**src/rtl/wb_port_arbiter.sv**
```systemverilog
// Register-file write-port arbiter: pipeline writeback has priority, multdiv results wait in a
// one-entry holding buffer. Optional FORCE-cycle counter enabled by `define WBARB_STALL_CNT_EN.
module wb_port_arbiter #(
    parameter int unsigned DATA_W       = 32,
    parameter int unsigned STARVE_LIMIT = 4
) (
    input  logic              clk,
    input  logic              clr,
    input  logic              pipe_req,
    input  logic [4:0]        pipe_rd,
    input  logic [DATA_W-1:0] pipe_data,
    input  logic              md_valid,
    input  logic [4:0]        md_rd,
    input  logic [DATA_W-1:0] md_data,
    output logic              md_ready,
    output logic              rf_we,
    output logic [4:0]        rf_waddr,
    output logic [DATA_W-1:0] rf_wdata,
    output logic              pipe_stall,
    output logic              pend_valid,
    output logic [4:0]        pend_rd,
    output logic              proto_err
`ifdef WBARB_STALL_CNT_EN
    ,
    output logic [15:0]       stall_cnt
`endif
);

    typedef enum logic [1:0] {IDLE, HOLD, FORCE} state_e;

    localparam logic [3:0] LIMIT = 4'(STARVE_LIMIT);

    state_e            state_q, state_d;
    logic [4:0]        pend_rd_q, pend_rd_d;
    logic [DATA_W-1:0] pend_data_q, pend_data_d;
    logic [3:0]        wait_cnt_q, wait_cnt_d;
    logic              proto_err_q, proto_err_d;
    logic              p, m;

    assign p          = pipe_req && (pipe_rd != 5'd0);
    assign m          = md_valid && (md_rd != 5'd0);
    assign pend_valid = (state_q != IDLE);
    assign pend_rd    = pend_rd_q;
    assign proto_err  = proto_err_q;

    always_comb begin
        state_d     = state_q;
        pend_rd_d   = pend_rd_q;
        pend_data_d = pend_data_q;
        wait_cnt_d  = wait_cnt_q;
        proto_err_d = proto_err_q;
        md_ready    = 1'b0;
        rf_we       = 1'b0;
        rf_waddr    = '0;
        rf_wdata    = '0;
        pipe_stall  = 1'b0;
        case (state_q)
            IDLE: begin
                md_ready = 1'b1;
                if (p) begin
                    rf_we    = 1'b1;
                    rf_waddr = pipe_rd;
                    rf_wdata = pipe_data;
                    // Same-rd md result is dropped: the younger pipe write supersedes it.
                    if (m && (md_rd != pipe_rd)) begin
                        state_d     = HOLD;
                        pend_rd_d   = md_rd;
                        pend_data_d = md_data;
                        wait_cnt_d  = '0;
                    end
                end else if (m) begin
                    rf_we    = 1'b1;
                    rf_waddr = md_rd;
                    rf_wdata = md_data;
                end
            end
            HOLD: begin
                if (!p) begin
                    rf_we    = 1'b1;
                    rf_waddr = pend_rd_q;
                    rf_wdata = pend_data_q;
                    state_d  = IDLE;
                end else begin
                    rf_we    = 1'b1;
                    rf_waddr = pipe_rd;
                    rf_wdata = pipe_data;
                    if (pipe_rd == pend_rd_q) begin
                        state_d = IDLE;
                    end else begin
                        wait_cnt_d = wait_cnt_q + 4'd1;
                        if (wait_cnt_d == LIMIT) state_d = FORCE;
                    end
                end
            end
            FORCE: begin
                pipe_stall = 1'b1;
                rf_we      = 1'b1;
                rf_waddr   = pend_rd_q;
                rf_wdata   = pend_data_q;
                state_d    = IDLE;
                if (pipe_req) proto_err_d = 1'b1;
            end
            default: state_d = IDLE;
        endcase
        // A reset cycle never writes, so a held result is discarded rather than landing.
        if (!clr) begin
            rf_we      = 1'b0;
            rf_waddr   = '0;
            rf_wdata   = '0;
            pipe_stall = 1'b0;
            md_ready   = 1'b1;
        end
    end

    always_ff @(posedge clk) begin
        if (!clr) begin
            state_q     <= IDLE;
            pend_rd_q   <= '0;
            pend_data_q <= '0;
            wait_cnt_q  <= '0;
            proto_err_q <= 1'b0;
        end else begin
            state_q     <= state_d;
            pend_rd_q   <= pend_rd_d;
            pend_data_q <= pend_data_d;
            wait_cnt_q  <= wait_cnt_d;
            proto_err_q <= proto_err_d;
        end
    end

`ifdef WBARB_STALL_CNT_EN
    logic [15:0] stall_cnt_q;

    always_ff @(posedge clk) begin
        if (!clr) begin
            stall_cnt_q <= '0;
        end else if ((state_q == FORCE) && (stall_cnt_q != '1)) begin
            stall_cnt_q <= stall_cnt_q + 16'd1;
        end
    end

    assign stall_cnt = stall_cnt_q;
`endif

endmodule

```
**config.mk**
```make
export PLATFORM = sky130hd
export DESIGN_NAME = wb_port_arbiter
export DESIGN_NICKNAME = d
export VERILOG_FILES = /design/src/rtl/wb_port_arbiter.sv
export SDC_FILE = /design/constraint.sdc
export NUM_CORES = 1
export LEC_CHECK = 0
export CAP_MARGIN = 0
export CELL_PAD_IN_SITES_DETAIL_PLACEMENT = 0
export CELL_PAD_IN_SITES_GLOBAL_PLACEMENT = 1
export CORE_UTILIZATION = 31
export CTS_CLUSTER_SIZE = 30
export DETAILED_ROUTE_END_ITERATION = 7
export PLACE_DENSITY_LB_ADDON = 0.1
export SLEW_MARGIN = 10
export SYNTH_ARGS = -nofsm -noshare
export SYNTH_HDL_FRONTEND = slang
export SYNTH_SLANG_ARGS = --single-unit
```
**constraint.sdc**
```tcl
create_clock -name clk -period 6.2 [get_ports clk]
set_clock_uncertainty 0.2 [all_clocks]
set_input_delay 0.62 -clock clk [delete_from_list [all_inputs] [get_ports clk]]
set_output_delay 0.62 -clock clk [all_outputs]
set_load 0.005 [all_outputs]
```
==> results.md, run 1 <==
- Gpl congestion: 0.803
- Die W: 94.9 µm
- Total Power: 0.000670 W
- Final ANT Viol Nets: 0
- Top Metal Used: met4
- Setup TNS: 0 ns
- Flop pwr share: 0.457
- WL/cell: 14.8 µm
- Hold path cells: 2
- Worst VDD drop: 0.0000829 V
- Critical path capture point type: output pin
- Main combinational cell family by area after synthesis: compound AO/OA/AOI/OAI gates
- Initial DRC Count: 69
- Starting Density: 0.322
- Synth area leaders: dfxtp_1 (33%), a22o_1 (12%), a21o_1 (11%)
- Proportion of layout cells with a drive suffix above 1: 0.0408
- DP Worst Slack: 1.69 ns
- CTS tree: built
- Critical path launch point type: input pin
- DPL Wire Length: 5800 µm
- CP Launch Point: pipe_rd[0]
- WL final: 8060 µm
- Syn-to-layout area delta: 51.5%
- Vias per cell: 5.17
- Number of global-route vias before repair: 2641
- Port Buffers: 124
- Clk_lat worst skew: 0.29 ns
- Synth Area in Compound Gates: 0.365
- Met3 WL: 505 µm
- Synth Instances: 333
- Top-area cell type share of the netlist area: 0.330
- Die Height: 94.9 µm
- Yosys reg bits: 44
- Hold_sp: proto_err
- Period utilisation layout: 0.726
- Antenna violations before repair: 0
- YS warnings: 0
- Critical R2R Capture: wait_cnt_q[1]
- Final net count: 527
- Worst Reg-to-Reg Cells: 6
- P_int: 0.000487 W
- Critical-path maximum fanout: 19
- Vias: 2822
- Postcts setup bufs: 0
- Synth Area in Simple Gates: 0.182
- Setup slack, reg-to-reg: 3.99 ns
- Final core occ: 0.488
- H-tree depth: 2
- Cell variety after synth: 39
- RR Startpoint: state_q[0]
- Core ar.: 0.00830 mm²
- Adder-Cell Fraction of Synth Area: 0.0281
- Largest area contributor in the synthesized netlist: dfxtp_1
- Min Tclk post-route: 4.50 ns
- Ports: 125
- Final worst slack: 1.70 ns
- Status: complete, no violations
- Leak: 1.77 nW
- Ys flop type: dfxtp_1
- WHS Endpoint: proto_err
- Final Non-Filler Cells: 546
- Metal1 wirelength: 3940 µm
- XOR/XNOR Fraction of Synth Area: 0.0328
- Num CTS Buffers: 5
- Mux share of post-synthesis cell area: 0.00749
- Class of the most critical setup path: input pin to output pin
- Drc violations: 0
- Hold Crit Class: flip-flop to flip-flop
- Sw Share: 0.273
- First-pass GRT wire length: 12900 µm
- Crit path max-delay cell type: nor2_2
- Worst path most repeated cell: clkdlybuf4s50_1
- Finish-stage setup viols: 0
- Max-cap viol count: 0
- Max Slew Vio Count: 0
- Placed cells: 541
- Global route overflow: 0
- Max frequency: 222 MHz
- Unrepaired setup endpoints after global routing: no
- Met2 wire length: 3510 µm
- Inserted Diodes: 0
- Die ar.: 0.00900 mm²
- Cell Pwr Density: 165 mW/mm²
- Pin count of the biggest net entering global routing: 84
- Fin. Hold Viols: 0
- Synthesized area: 0.00267 mm²
- Clock transition at the registers of the reported paths: 0.08 ns
- Asr flop ratio synth: 0
- Gate power share: 0.302
- Synthesized Nets: 417
- Synth Area per Inst: 8.03 µm²
- Crit-path cells: clkdlybuf4s50_1 > or4_4 > o21ai_1 > a21oi_1 > nor2_2 > buf_4 > a21o_1 > clkdlybuf4s50_1
- Worst path max stage delay: 0.64 ns
- Max-slew headroom: 0.446
- Slew of the pin with the lowest slew margin: 0.830 ns
- # resized after CTS: 0
- Clock share of power: 0.241
- Number of hold buffers added after cts: 0
- Root buffer cell: clkbuf_8
- Sink Count: 44
- Row cnt: 33
- Critical Path RT: 5.38 ns
- GRT Util Overall: 0.184
- WP data arrival: 3.68 ns
- EDFF count, synth: 0
- Sw power: 0.000183 W
- Clk buf depth: 2
- DRT Pass-1 Iters: 7
- Seq/Total Area, Yosys: 0.330
how the worst max path moves through the flow:
stage | cells past startpoint | endpoint | slack (ns)
2_1_floorplan | 6 | rf_waddr[0] | 3.13
3_3_place_gp | 8 | rf_wdata[31] | 1.75
3_5_place_dp | 8 | rf_wdata[11] | 1.69
4_1_cts | 8 | rf_wdata[11] | 1.67
5_1_grt | 8 | rf_wdata[17] | 1.50
6_report | 8 | rf_wdata[13] | 1.70
per-layer routing:
metal | vias to the layer above | global-route usage
li1 | 1439 | -
met1 | 1277 | 0.246
met2 | 96 | 0.298
met3 | 10 | 0.0370
met4 | 0 | 0.0505
met5 | - | 0
metrics by stage:
step           cell area, µm²  hold WS (ns)
3_3_place_gp             3980         0.253
5_1_grt                  4050         0.298
6_report                 4050         0.268
3_5_place_dp             3980         0.253
4_1_cts                  4050         0.274
2_1_floorplan            2670         0.245
worst max-delay path: cells and delay by family:
family / cells / cell delay (ns)
buffers and inverters: 3 / 1.38
AND/OR/NAND/NOR: 2 / 1.23
AO/OA/AOI/OAI: 3 / 0.44
cells in the mapped netlist, types with 2 or more instances:
cell and count:
a21o_1 39, buf_2 4, buf_6 3, nor3_1 2, dfxtp_1 44, clkbuf_1 20
a211oi_1 2, nor2b_1 2, a21oi_1 5, a22o_1 37, o21ai_1 6, o21ai_0 34
inv_1 5, nor2_1 5, xnor2_1 10, mux2i_1 2, nand3_1 43, nand2_1 44
ha_1 6
power groups by stage:
stage                logic, W  clock network, W  registers, W
floorplan           0.0000915                 0      0.000310
global placement     0.000203                 0      0.000313
detailed placement   0.000204                 0      0.000312
CTS                  0.000205          0.000170      0.000306
global route         0.000222          0.000181      0.000308
finish               0.000202          0.000161      0.000306
state kept, by name (all words and copies together), names as in the netlist:
name,count
pend_data_q,32
pend_rd,5
proto_err,1
state_q,2
wait_cnt_q,4
area by class of cell:
cell class | count | area, µm²
clock buffers | 5 | 68.8
fillers | 819 | 4250
inverters | 5 | 18.8
multi-input cells | 257 | 1670
flip-flops and latches | 44 | 881
well taps | 105 | 131
repair buffers | 130 | 1280
kinds of logic after synthesis:
kind of cell               Yosys count
adders and majority gates            6
AOI/OAI and AO/OA                  136
xor gates and xnor gates            10
and+or+nand+nor                    103
muxes                                2
DFF                                 44
buffers and inverters               32
cell usage in the layout (no fill, tap or decap), types with 3 or more instances in the layout:
cell type        netlist  final
nand2_1               44     44
a21o_1                39     39
dfxtp_1               44     44
ha_1                   6      6
a21oi_1                5      5
o21ai_1                6      6
clkdlybuf4s50_1        0    123
inv_1                  5      5
xnor2_1               10     10
buf_4                  0      6
a22o_1                37     37
clkbuf_8               0      5
nor2_1                 5      3
o21ai_0               34     34
nand3_1               43     43
No activity file was read; power rests on OpenSTA's default activity.
==> run 2: changes to the inputs <==
--- a/config.mk
+++ b/config.mk
@@ -8,7 +8,7 @@
 export CAP_MARGIN = 0
 export CELL_PAD_IN_SITES_DETAIL_PLACEMENT = 0
 export CELL_PAD_IN_SITES_GLOBAL_PLACEMENT = 1
-export CORE_UTILIZATION = 31
+export CORE_UTILIZATION = 29
 export CTS_CLUSTER_SIZE = 30
 export DETAILED_ROUTE_END_ITERATION = 7
 export PLACE_DENSITY_LB_ADDON = 0.1
==> constraint.sdc (replaced) <==
create_clock -name clk -period 4.18 [get_ports clk]
set_clock_uncertainty 0.2 [all_clocks]
set_input_delay 0.418 -clock clk [delete_from_list [all_inputs] [get_ports clk]]
set_output_delay 0.418 -clock clk [all_outputs]
set_load 0.005 [all_outputs]
==> results.md, run 2 (synthesized netlist as in run 1, its figures left out) <==
- Fin. Hold Viols: 0 (unchanged)
- Max-slew headroom: 0.348 (-0.0989)
- Port Buffers: 124 (unchanged)
- DP Worst Slack: 0.504 ns (-1.18 ns)
- Final net count: 529 (+0.38%)
- Sw Share: 0.272 (-0.000441)
- Vias per cell: 5.07 (-1.9%)
- Clock transition at the registers of the reported paths: 0.08 ns (about the same)
- First-pass GRT wire length: 13100 µm (+1.4%)
- Die Height: 98 µm (+3.3%)
- Cell Pwr Density: 252 mW/mm² (+52%)
- Core ar.: 0.00881 mm² (+6.1%)
- Total Power: 0.00103 W (+54%)
- Final ANT Viol Nets: 0 (unchanged)
- Sink Count: 44 (unchanged)
- Critical-path maximum fanout: 18 (-1)
- Number of global-route vias before repair: 2551 (-3.4%)
- Inserted Diodes: 0 (unchanged)
- FF+latch area: 881 µm² (unchanged)
- Die W: 98 µm (+3.3%)
- Critical path launch point type: input pin
- P_int: 0.000751 W (+54%)
- DPL Wire Length: 5710 µm (-1.5%)
- Most frequent cells in the layout: clkdlybuf4s50_1 (123), nand2_1 (44), dfxtp_1 (44)
- Root buffer cell: clkbuf_8
- Setup TNS: 0 ns (unchanged)
- WL final: 8110 µm (+0.60%)
- Critical R2R Capture: pend_rd[1]
- RR Startpoint: state_q[0]
- Antenna violations before repair: 0 (unchanged)
- Critical Path RT: 3.56 ns (-1.82 ns)
- Sw power: 0.000281 W (+54%)
- Gpl congestion: 0.775 (-3.5%)
- Proportion of layout cells with a drive suffix above 1: 0.0471 (+0.00627)
- Worst VDD drop: 0.000130 V (+57%)
- CP endpoint: rf_wdata[26]
- Placed cell areas: 0.00400 mm² (+0.47%)
- Failing checks: design-rule violations
- Vias: 2808 (-0.50%)
- Die ar.: 0.00960 mm² (+6.8%)
- Layout fillers: 898 (+9.6%)
- Global route overflow: 0 (unchanged)
- Starting Density: 0.303 (-0.0185)
- Multi-input gate area: 0.00167 mm² (unchanged)
- Syn-to-layout area delta: 52.9%
- Clk buf depth: 2 (unchanged)
- Worst Reg-to-Reg Cells: 6 (unchanged)
- Hold path cells: 2 (unchanged)
- Unrepaired setup endpoints after global routing: no
- Clk_lat worst skew: 0.29 ns (about the same)
- Pin count of the biggest net entering global routing: 84 (unchanged)
- # resized after CTS: 0 (unchanged)
- H-tree depth: 2 (unchanged)
- Largest register FFs: 32 (unchanged)
- WP data arrival: 3.06 ns (-0.62 ns)
- Crit-path cells: clkdlybuf4s50_1 > or4_4 > o21a_4 > nor4_4 > buf_4 > a22o_1 > a21o_1 > clkdlybuf4s50_1
- Class of the most critical setup path: input pin to output pin
- Slew of the pin with the lowest slew margin: 0.978 ns (+0.148 ns)
- Postcts setup bufs: 0 (unchanged)
- WL/cell: 14.6 µm (-0.86%)
- CTS tree: built
- Period utilisation layout: 0.881
- Leak: 1.79 nW (+1.1%)
- Status: finished, violations left
- CP Launch Point: pipe_rd[1]
- Row cnt: 34 (+3.0%)
- Number of hold buffers added after cts: 0 (unchanged)
- Reg with most FFs: pend_data_q
- Final worst slack: 0.498 ns (-1.20 ns)
- Max-cap viol count: 0 (unchanged)
- Drc violations: 6 (+6)
- Max frequency: 272 MHz
- Min Tclk post-route: 3.68 ns
- Clock share of power: 0.268 (+0.027)
- Flop pwr share: 0.440 (-0.017)
- Finish-stage setup viols: 0 (unchanged)
- Num CTS Buffers: 5 (unchanged)
- Gate power share: 0.292 (-0.010)
- GRT Util Overall: 0.169 (-0.0150)
- Max Slew Vio Count: 0 (unchanged)
- Ports: 125 (unchanged)
- DRT Pass-1 Iters: 6 (-1)
- Final Cell Area: 0.00409 mm² (+0.99%)
- Initial DRC Count: 74 (+7.2%)
- Hold Crit Class: flip-flop to flip-flop
- Critical path capture point type: output pin
- Crit path max-delay cell type: or4_4
- Worst path max stage delay: 0.58 ns (-0.06 ns)
- Worst path most repeated cell: clkdlybuf4s50_1
- Most common cell after layout, fill and taps aside: clkdlybuf4s50_1
- Setup slack, reg-to-reg: 1.84 ns (-2.15 ns)
## run 2: cell type report
| type | instances | area share |
|---|---|---|
| inverters | 5 | 0.00459 |
| multi-input cells | 257 | 0.408 |
| flip-flops and latches | 44 | 0.215 |
| well taps | 108 | 0.0331 |
| repair buffers | 132 | 0.317 |
| clock buffers | 8 | 0.0220 |
## run 2: how the worst min path moves through the flow
| stage | start | slack [ns] | to |
|---|---|---|---|
| 4_1_cts | pend_data_q[30] | 0.28 | pend_data_q[30] |
| 5_1_grt | pend_data_q[1] | 0.30 | pend_data_q[1] |
| 6_report | pend_data_q[26] | 0.27 | pend_data_q[26] |
| 3_3_place_gp | pend_data_q[30] | 0.26 | pend_data_q[30] |
| 3_5_place_dp | pend_data_q[30] | 0.26 | pend_data_q[30] |
| 2_1_floorplan | pend_data_q[0] | 0.24 | pend_data_q[0] |
## run 2: critical path: cells and delay by family
| kind | cells | cell delay, ns |
|---|---|---|
| buffers and inverters | 3 | 1.32 |
| AOI/OAI and AO/OA | 3 | 0.52 |
| and+or+nand+nor | 2 | 0.80 |
## run 2: stage by stage
stage                      util  hold slack [ns]  instances
final                     0.464            0.272        554
after global routing      0.464            0.297        554
after CTS                 0.464            0.276        554
after detailed placement  0.454            0.263        546
after global placement    0.454            0.257        546
after floorplan               -            0.245        333
## run 2: routing by layer
layer / vias to the layer above / track usage / share of wire / wire [µm]
met3: 7 / 0.0336 / 0.057 / 461
met1: 1273 / 0.235 / 0.49 / 4000
li1: 1446 / - / - / -
met2: 82 / 0.264 / 0.44 / 3580
met4: 0 / 0.0455 / 0.0094 / 76
met5: - / 0 / 0 / 0
## run 2: power by group through the flow
stage / clock, W / combinational, W / sequential (W)
floorplan: 0 / 0.000136 / 0.000459
global placement: 0 / 0.000302 / 0.000463
detailed placement: 0 / 0.000303 / 0.000463
CTS: 0.000291 / 0.000305 / 0.000453
global route: 0.000306 / 0.000329 / 0.000457
finish: 0.000277 / 0.000302 / 0.000453
